`config.mk`:
```
export PLATFORM = sky130hd
export DESIGN_NAME = mem_bus_arbiter
export DESIGN_NICKNAME = d
export VERILOG_FILES = /design/src/rtl/sys_defs_pkg.sv /design/src/rtl/mem_bus_arbiter_tag_table.sv /design/src/rtl/mem_bus_arbiter.sv
export SDC_FILE = /design/constraint.sdc
export NUM_CORES = 1
export LEC_CHECK = 0
export ABC_AREA = 1
export ABC_CLOCK_PERIOD_IN_PS = 2690
export CORE_ASPECT_RATIO = 0.75
export CORE_UTILIZATION = 39
export CTS_BUF_LIST = sky130_fd_sc_hd__clkbuf_8
export DETAILED_ROUTE_END_ITERATION = 10
export GPL_TIMING_DRIVEN = 1
export HOLD_SLACK_MARGIN = 0.03
export PLACE_DENSITY_LB_ADDON = 0.08
export SYNTH_ARGS = -nofsm -noshare
export SYNTH_HDL_FRONTEND = slang
export SYNTH_SLANG_ARGS = --single-unit
export TNS_END_PERCENT = 1
```
`constraint.sdc`:
```
create_clock -name clk -period 2.69 [get_ports clk]
set_input_delay 0.538 -clock clk [delete_from_list [all_inputs] [get_ports clk]]
set_output_delay 0.538 -clock clk [all_outputs]
set_load 0.005 [all_outputs]
```
`src/rtl/sys_defs_pkg.sv`:
```
// Shared bus definitions: command encodings, requester IDs and the tag-owner entry.
package sys_defs;

  localparam int SYS_XLEN = 32;

  typedef enum logic [1:0] {
    BUS_NONE  = 2'd0,
    BUS_LOAD  = 2'd1,
    BUS_STORE = 2'd2
  } bus_cmd_t;

  typedef enum logic [1:0] {
    REQ_DC   = 2'd0,
    REQ_IC   = 2'd1,
    REQ_PF   = 2'd2,
    REQ_NONE = 2'd3
  } req_id_t;

  typedef struct packed {
    logic    valid;
    req_id_t owner;
    logic    discard;
  } owner_entry_t;

endpackage

```
`src/rtl/mem_bus_arbiter_tag_table.sv`:
```
// Owner table for outstanding load tags: allocate on acceptance, retire on data
// return, mark prefetch entries as discard on a flush, combinational lookup.
module mem_tag_table
  import sys_defs::*;
#(
  parameter int TAG_W = 4
) (
  input  logic             clk,
  input  logic             rst,
  input  logic             alloc_en,
  input  logic [TAG_W-1:0] alloc_tag,
  input  req_id_t          alloc_owner,
  input  logic             flush,
  input  logic [TAG_W-1:0] lookup_tag,
  output owner_entry_t     lookup_entry
);

  localparam int DEPTH = 2 ** TAG_W;

  owner_entry_t entry_reg  [DEPTH];
  owner_entry_t entry_next [DEPTH];
  logic         retire;

  assign lookup_entry = entry_reg[lookup_tag];
  assign retire       = (lookup_tag != '0) && entry_reg[lookup_tag].valid;

  // Retire, then flush-mark, then allocate: an allocation to the tag being
  // retired in the same cycle overwrites the retired entry.
  always_comb begin
    for (int i = 0; i < DEPTH; i++) begin
      entry_next[i] = entry_reg[i];
      if (i != 0) begin
        if (retire && (int'(lookup_tag) == i)) entry_next[i].valid = 1'b0;
        if (flush && entry_next[i].valid && (entry_next[i].owner == REQ_PF))
          entry_next[i].discard = 1'b1;
        if (alloc_en && (int'(alloc_tag) == i)) begin
          entry_next[i].valid   = 1'b1;
          entry_next[i].owner   = alloc_owner;
          entry_next[i].discard = flush && (alloc_owner == REQ_PF);
        end
      end else begin
        entry_next[i] = '0;
      end
    end
  end

  always_ff @(posedge clk) begin
    for (int i = 0; i < DEPTH; i++) begin
      if (rst) entry_reg[i] <= '0;
      else     entry_reg[i] <= entry_next[i];
    end
  end

endmodule

```
`src/rtl/mem_bus_arbiter.sv`:
```
// Fixed-rank arbiter sharing one memory bus between D-cache, I-cache and prefetcher,
// with tag-based data steering and prefetch anti-starvation promotion.
module mem_bus_arbiter
  import sys_defs::*;
#(
  parameter int STARVE_LIMIT = 8,
  parameter int TAG_W        = 4
) (
  input  logic                clk,
  input  logic                rst,
  input  logic [1:0]          dc_cmd,
  input  logic [SYS_XLEN-1:0] dc_addr,
  input  logic [63:0]         dc_data,
  input  logic [1:0]          ic_cmd,
  input  logic [SYS_XLEN-1:0] ic_addr,
  input  logic [1:0]          pf_cmd,
  input  logic [SYS_XLEN-1:0] pf_addr,
  input  logic                pf_flush,
  input  logic [TAG_W-1:0]    mem2proc_response,
  input  logic [TAG_W-1:0]    mem2proc_tag,
  output logic [1:0]          proc2mem_cmd,
  output logic [SYS_XLEN-1:0] proc2mem_addr,
  output logic [63:0]         proc2mem_data,
  output logic [TAG_W-1:0]    dc_response,
  output logic [TAG_W-1:0]    ic_response,
  output logic [TAG_W-1:0]    pf_response,
  output logic [TAG_W-1:0]    dc_tag,
  output logic [TAG_W-1:0]    ic_tag,
  output logic [TAG_W-1:0]    pf_tag,
  output logic                pf_bus_priority,
  output logic                tag_err
);

  localparam int CNT_W = $clog2(STARVE_LIMIT + 1);
  localparam logic [CNT_W-1:0] LIMIT = CNT_W'(STARVE_LIMIT);

  logic         dc_act, ic_act, pf_act;
  req_id_t      winner;
  logic         accepted, alloc_en, tag_hit;
  owner_entry_t lookup;
  logic [CNT_W-1:0] starve_cnt_reg, starve_cnt_next;
  logic         prio_reg, tag_err_reg;

  assign dc_act = dc_cmd != BUS_NONE;
  assign ic_act = ic_cmd != BUS_NONE;
  assign pf_act = pf_cmd != BUS_NONE;

  always_comb begin
    winner = REQ_NONE;
    if (!rst) begin
      if (dc_act)                  winner = REQ_DC;
      else if (prio_reg && pf_act) winner = REQ_PF;
      else if (ic_act)             winner = REQ_IC;
      else if (pf_act)             winner = REQ_PF;
    end
  end

  always_comb begin
    proc2mem_cmd  = BUS_NONE;
    proc2mem_addr = '0;
    proc2mem_data = '0;
    case (winner)
      REQ_DC: begin
        proc2mem_cmd  = dc_cmd;
        proc2mem_addr = dc_addr;
        proc2mem_data = dc_data;
      end
      REQ_IC: begin
        proc2mem_cmd  = ic_cmd;
        proc2mem_addr = ic_addr;
      end
      REQ_PF: begin
        proc2mem_cmd  = pf_cmd;
        proc2mem_addr = pf_addr;
      end
      default: ;
    endcase
  end

  assign dc_response = (winner == REQ_DC) ? mem2proc_response : '0;
  assign ic_response = (winner == REQ_IC) ? mem2proc_response : '0;
  assign pf_response = (winner == REQ_PF) ? mem2proc_response : '0;

  assign accepted = (winner != REQ_NONE) && (mem2proc_response != '0);
  assign alloc_en = accepted && (proc2mem_cmd == BUS_LOAD);

  mem_tag_table #(.TAG_W(TAG_W)) u_tag_table (
    .clk          (clk),
    .rst          (rst),
    .alloc_en     (alloc_en),
    .alloc_tag    (mem2proc_response),
    .alloc_owner  (winner),
    .flush        (pf_flush),
    .lookup_tag   (mem2proc_tag),
    .lookup_entry (lookup)
  );

  assign tag_hit = !rst && (mem2proc_tag != '0) && lookup.valid && !lookup.discard;
  assign dc_tag  = (tag_hit && lookup.owner == REQ_DC) ? mem2proc_tag : '0;
  assign ic_tag  = (tag_hit && lookup.owner == REQ_IC) ? mem2proc_tag : '0;
  assign pf_tag  = (tag_hit && lookup.owner == REQ_PF) ? mem2proc_tag : '0;

  always_comb begin
    starve_cnt_next = starve_cnt_reg;
    if (!pf_act || (accepted && winner == REQ_PF)) starve_cnt_next = '0;
    else if (starve_cnt_reg != LIMIT)              starve_cnt_next = starve_cnt_reg + 1'b1;
  end

  always_ff @(posedge clk) begin
    if (rst) begin
      starve_cnt_reg <= '0;
      prio_reg       <= 1'b0;
      tag_err_reg    <= 1'b0;
    end else begin
      starve_cnt_reg <= starve_cnt_next;
      prio_reg       <= (starve_cnt_next == LIMIT);
      if ((mem2proc_tag != '0) && !lookup.valid) tag_err_reg <= 1'b1;
    end
  end

  assign pf_bus_priority = prio_reg;
  assign tag_err         = tag_err_reg;

endmodule
```
=== After elaboration in Yosys (flattened, before gate mapping) ===
Memories as Yosys holds them, arrays and structs flattened.
Cells that the tools add are included.

* Register bits after elaboration: 6
* Bits in latches: 0
* RAM bits: 64
* Memory bits (read-only): 0
* Input port bits: 177
* Memories: 1

{| class="wikitable"
|+ Memories
! name !! words !! bits a word !! read ports !! clocked after Yosys merged registers in !! write ports !! line !! source
|-
| u_tag_table.entry_reg || 16 || 4 || 16 || 0 || 16 || mem_bus_arbiter_tag_table.sv:20 || <nowiki>owner_entry_t entry_reg [DEPTH];</nowiki>
|}

* Add/subtract/negate cells: 1
* Multipliers: 0
* Div/mod/pow operators: 0
* Magnitude comparators: 0
* Equal/unequal tests: 53
* Shift operators: 0
* Multiplexer cells: 80
* Bitwise logic cells: 16
* Reduce and logical (&&, ||, !) cells: 85

{| class="wikitable"
|+ Operator list
! cell !! count
|-
| $mux 4 || 39
|-
| $pmux 32 s3 || 1
|-
| $logic_and 1x1->1 || 73
|-
| $eq 4x4->1 const B || 17
|-
| $mux 64 || 1
|-
| $eq 2x2->1 const B || 17
|-
| $mux 1 || 34
|-
| $eq 4x3->1 const B || 8
|-
| $eq 4x2->1 const B || 4
|-
| $or 1x1->1 || 16
|-
| $eq 4x1->1 const B || 2
|-
| $mux 2 || 4
|-
| $reduce_bool 4->1 || 2
|-
| $eq 2x1->1 const B || 3
|-
| $pmux 2 s3 || 1
|-
| $reduce_bool 2->1 || 3
|-
| $add 4x1->4 const B || 1
|-
| $logic_not 1->1 || 4
|-
| $logic_not 2->1 || 2
|-
| $ne 4x4->1 const B || 1
|-
| $ne 2x2->1 const B || 1
|-
| $logic_or 1x1->1 || 1
|}

=== Depth between registers and ports, before layout ===
* Depth after elaboration: 13
* Depth in mapped cells: 13

=== Hierarchy ===
From an unflattened synthesis, not the netlist that was laid out.

* Cells, all modules: 814
* Area total of the unflattened synthesis: 4933.5 um^2

{| class="wikitable"
|+ Modules (own cells, without submodules)
! module !! times used !! cells each !! area an instance (um^2)
|-
| mem_tag_table || 1 || 436 || 3156.8
|-
| mem_bus_arbiter || 1 || 378 || 1776.7
|}

=== Worst setup path before layout ===
Ideal clock, no wire load.

* Path kind: input port to output port
* Start point: in pf_cmd[0]
* End point: out proc2mem_addr[16]
* Data arrival time: 1701 ps
* Required time: 2152 ps
* Path slack: 451 ps
* Cell stages on the path: 8
* Cell sequence: o21ai_2 nand2_1 nand2_1 nand2_2 nor2_1 clkbuf_1 nand2_1 nand2_1

* Cells in the longest elaborated chain, start to end: 8
* Elaborated cells on any way between the ends: 11
* Classes of those cells: eq/ne (2); mux (6); reduce/logical (3)

{| class="wikitable"
|+ RTL lines
! element !! line !! source
|-
| from (decl) || mem_bus_arbiter.sv:16 || <nowiki>input logic [1:0] pf_cmd,</nowiki>
|-
| $reduce_bool 2->1 (*) || mem_bus_arbiter.sv:46 || <nowiki>assign pf_act = pf_cmd != BUS_NONE;</nowiki>
|-
| $mux 1 || mem_bus_arbiter.sv:54 || <nowiki>else if (pf_act) winner = REQ_PF;</nowiki>
|-
| $mux 2 || mem_bus_arbiter.sv:53 || <nowiki>else if (ic_act) winner = REQ_IC;</nowiki>
|-
| $mux 2 (*) || mem_bus_arbiter.sv:52 || <nowiki>else if (prio_reg && pf_act) winner = REQ_PF;</nowiki>
|-
| $mux 2 (*) || mem_bus_arbiter.sv:51 || <nowiki>if (dc_act) winner = REQ_DC;</nowiki>
|-
| $mux 2 (*) || mem_bus_arbiter.sv:50 || <nowiki>if (!rst) begin</nowiki>
|-
| $eq 2x2->1, or another cell as far along || mem_bus_arbiter.sv:62 || <nowiki>case (winner)</nowiki>
|-
| $pmux 32 s3 (*) || mem_bus_arbiter.sv:62 ||
|-
| to (decl) || mem_bus_arbiter.sv:22 || <nowiki>output logic [SYS_XLEN-1:0] proc2mem_addr,</nowiki>
|}

Every way passes the cells marked *; elsewhere a longest branch is shown, timed or not.

=== Worst setup path in the final report ===
* Start point: in mem2proc_tag[0]
* End point: out pf_tag[0]

* Cells in the longest elaborated chain, start to end: 6
* Elaborated cells on any way between the ends: 9
* Classes of those cells: eq/ne (1); mux (1); reduce/logical (6); memory (1)

{| class="wikitable"
|+ RTL lines
! element !! line !! source
|-
| from (decl) || mem_bus_arbiter.sv:20 || <nowiki>input logic [TAG_W-1:0] mem2proc_tag,</nowiki>
|-
| parallel branches: the longest is 5 deep, another holds $mem_v2 16x4 || - ||
|-
| $mux 4 (*) || mem_bus_arbiter.sv:101 || <nowiki>assign pf_tag = (tag_hit && lookup.owner == REQ_PF) ? mem2proc_tag : '0;</nowiki>
|-
| to (decl) || mem_bus_arbiter.sv:29 || <nowiki>output logic [TAG_W-1:0] pf_tag,</nowiki>
|}

Mark *: on every way between the ends.

==> summary.txt <==
Hold crit path type -> flip-flop to flip-flop
RSZ-0062 raised after global routing -> true
Pwr Total -> 0.002841 W
Crit path time final -> 2.783 ns
Footprint of the multi-input gates -> 3202 µm²
Worst Setup End Kind -> output pin
FF+latch count, synth -> 66
Total track usage -> 32.88%
Total gr overflow -> 0
Layout net count -> 1417
Max IR drop VDD -> 0.0002370 V
Pwr dens -> 307.0 nW/µm²
Routed wire length -> 21.67 mm
Initial antenna violation count -> 0
Critical-path cell with the highest stage delay -> dlygate4sd2_1
Leak -> 4.459 nW
Area share of the largest cell type after synthesis -> 26.67%
Max FFs per register -> 60
WS Path Type -> input pin to output pin
Number of global-route vias before repair -> 6362
Max-cap violations -> 0
Final-layout fill cell count -> 1055
CP bufs+invs -> 6
Most common cell on crit path -> nand2_1
Ports -> 301
ANT nets after route -> 0
Largest area contributor in the netlist -> dfxtp_1
First-pass GRT wire length -> 33.54 mm
Drt first pass iters -> 5
Share of cells above drive strength 1 -> 17.30%
DP HPWL -> 16.71 mm
Row Count -> 35
Hold Fails Final Rpt -> 0
Ant. Diodes -> 0
Yosys warnings -> 0
FF+latch area -> 1321 µm²
Clock Path Buffers -> 2
Avg WL per Cell -> 15.38 µm
Area contributors post-synth -> dfxtp_1 (27%), nand2_1 (16%), nor2_1 (16%)
Crit path max-delay family -> buffers and inverters
Final setup viols -> 13
Mean post-synth cell area -> 5.720 µm²
TritonCTS clock tree -> yes
Largest net degree at the start of global routing -> 46
GPL Wtd Cong -> 0.9644
Vias -> 6799
Period Utilization, post-route -> 103.4%
Area growth syn-to-layout -> 86.81%
CP Launch Type -> input pin
Critical path fanouts, max -> 6
Syn_nets -> 1045
Crit path arrival time -> 2.24 ns
Core region area -> 12350 µm²
Via-per-instance ratio -> 4.825
Synth Cell Area -> 4954 µm²
Achievable clock frequency -> 0.3594 GHz
Max Slew Vio Count -> 0
Failing checks -> negative setup slack
TritonCTS sink count -> 66
Die Area -> 13160 µm²
Worst Clk Skew -> 0.008474 ns
Starting Density -> 40.11%
Status -> finished, violations left
Clk_lat worst skew -> 0.35 ns
Placed cell areas -> 8566 µm²
Yosys cell types -> 37
Synth Instances -> 866
Worst Tran Pin Value -> 0.4956 ns
Die W -> 132.1 µm
Clock Pin Slew Worst Setup and Hold Paths -> 0.07 ns
Hold bufs inserted after CTS -> 0
Final instance area -> 9254 µm²
CTS Root Cell -> clkbuf_8
Register-to-register setup slack -> 0.64 ns
CTS H-tree depth -> 3
Setup_tns -> -0.6880 ns
DR iter-0 viols -> 434
Seq/Total Area, Yosys -> 26.67%
Post-route setup slack -> -0.09275 ns
Slew margin rel. -> 66.96%
# DRC -> 0
TritonCTS buffer count -> 9
Slowest stage delay, CP -> 0.25 ns
Number of I/O port buffers -> 300
Critical Path RT -> 2.15 ns
Die height -> 99.60 µm
Crit path cell chain -> dlygate4sd2_1, buf_6, inv_8, buf_4, nand2_1, nand2_1, nand2_1, nand2_1, nand2_1, nand4_1, buf_6, nand3_4, nor3_2, buf_2
## final timing paths
| kind | from | to | cells after the start |
|---|---|---|---|
| setup / recovery | mem2proc_tag[0] | pf_tag[0] | 14 |
| hold / removal | u_tag_table.entry_reg[8][1]$_SDFFE_PP0P_ | u_tag_table.entry_reg[8][1]$_SDFFE_PP0P_ | 2 |
| setup reg to reg | pf_bus_priority$_SDFF_PP0_ | u_tag_table.entry_reg[13][1]$_SDFFE_PP0P_ | 13 |
| hold reg to reg | u_tag_table.entry_reg[8][1]$_SDFFE_PP0P_ | u_tag_table.entry_reg[8][1]$_SDFFE_PP0P_ | 2 |
## layout by cell type, fill, tap and decap left out, drive strengths merged, types with 2 or more instances in the layout
cell type,Yosys,routed
a21oi,29,29
nand2,220,221
clkdlybuf4s15,0,8
clkbuf,20,13
clkinv,0,2
a31oi,6,6
nand3,36,37
o21ai,22,22
a22oi,25,25
dlygate4sd2,0,29
nand4,16,16
nor3,20,20
nor2,216,216
inv,151,153
buf,14,112
ha,2,2
dfxtp,66,66
clkdlybuf4s50,0,240
o21a,4,4
o22ai,14,14
## power breakdown
| part | leakage [nW] | switching (W) | internal [W] |
|---|---|---|---|
| Combinational | 3.82 | 0.000434 | 0.000546 |
| Clock | 0.105 | 0.000397 | 0.000447 |
| Sequential | 0.535 | 0.0000153 | 0.00100 |
## timing repair
item | CTS | global route
pin swaps | 24 | 13
hold endpoints to repair | 0 | 0
buffers inserted | 19 | 3
resized for setup | 177 | 42
gates cloned | 5 | 0
setup endpoints to repair | 122 | 92
## cells by family after synthesis
group | Yosys count | synth area share (%)
xor gates and xnor gates | 2 | 0.3537
adders and majority gates | 2 | 0.5051
AOI/OAI and AO/OA | 102 | 12.93
DFF | 66 | 26.67
and+or+nand+nor | 509 | 44.53
buffers and inverters | 185 | 15.00
## cells in the mapped netlist
master    instances
nand3b_1          1
o21ai_1           5
nor3_1           20
a22oi_1          24
inv_2            11
a31oi_1           6
nand2_2           4
nand3_4           9
a21oi_1          27
o22ai_1          14
a21oi_2           1
nand2_4           1
nand3_1          24
buf_6             4
clkbuf_1         20
o21ai_2           1
a22oi_2           1
ha_1              2
nor2_4            3
a21oi_4           1
nand4_1          15
nand4_2           1
o21ai_0          16
buf_8             1
nor2_1          210
nand2_1         215
buf_1             3
o21a_1            4
xnor2_1           1
buf_2             6
a41o_1            1
dfxtp_1          66
xor2_1            1
a41oi_1           1
nand3_2           3
nor2_2            3
inv_1           140
## metrics by stage
| stage | std cells | setup slack, ns | hold WS (ns) | util, % |
|---|---|---|---|---|
| after floorplan | 866 | 0.4512 | 0.4410 | - |
| after global placement | 1366 | -0.7047 | 0.4519 | 69.36 |
| after detailed placement | 1366 | -0.7879 | 0.4553 | 69.36 |
| after CTS | 1406 | -0.02637 | 0.4664 | 74.10 |
| after global routing | 1409 | -0.1732 | 0.5057 | 74.93 |
| final | 1409 | -0.09275 | 0.4614 | 74.93 |
## tightest hold or removal path, cell delays in order (launching register included)
cell,delay (ns)
dfxtp_1,0.31
nand2_1,0.06
a21oi_1,0.05
## per-layer routing
metal	vias up	global-route usage, %	part of all wire (%)
met2	295	57.79	48
met4	0	10.38	2.4
met3	33	8.614	8.2
met1	3038	39.22	41
li1	3433	-	-
met5	-	0	0
## layout make-up
cell class / instances / area share (%)
multi-input cells: 617 / 34.60
clock inverters: 6 / 0.6355
repair buffers: 393 / 40.47
clock buffers: 10 / 1.487
inverters: 151 / 6.287
well taps: 166 / 2.244
flip-flops and latches: 66 / 14.28
(Power assumes the default switching activity.)
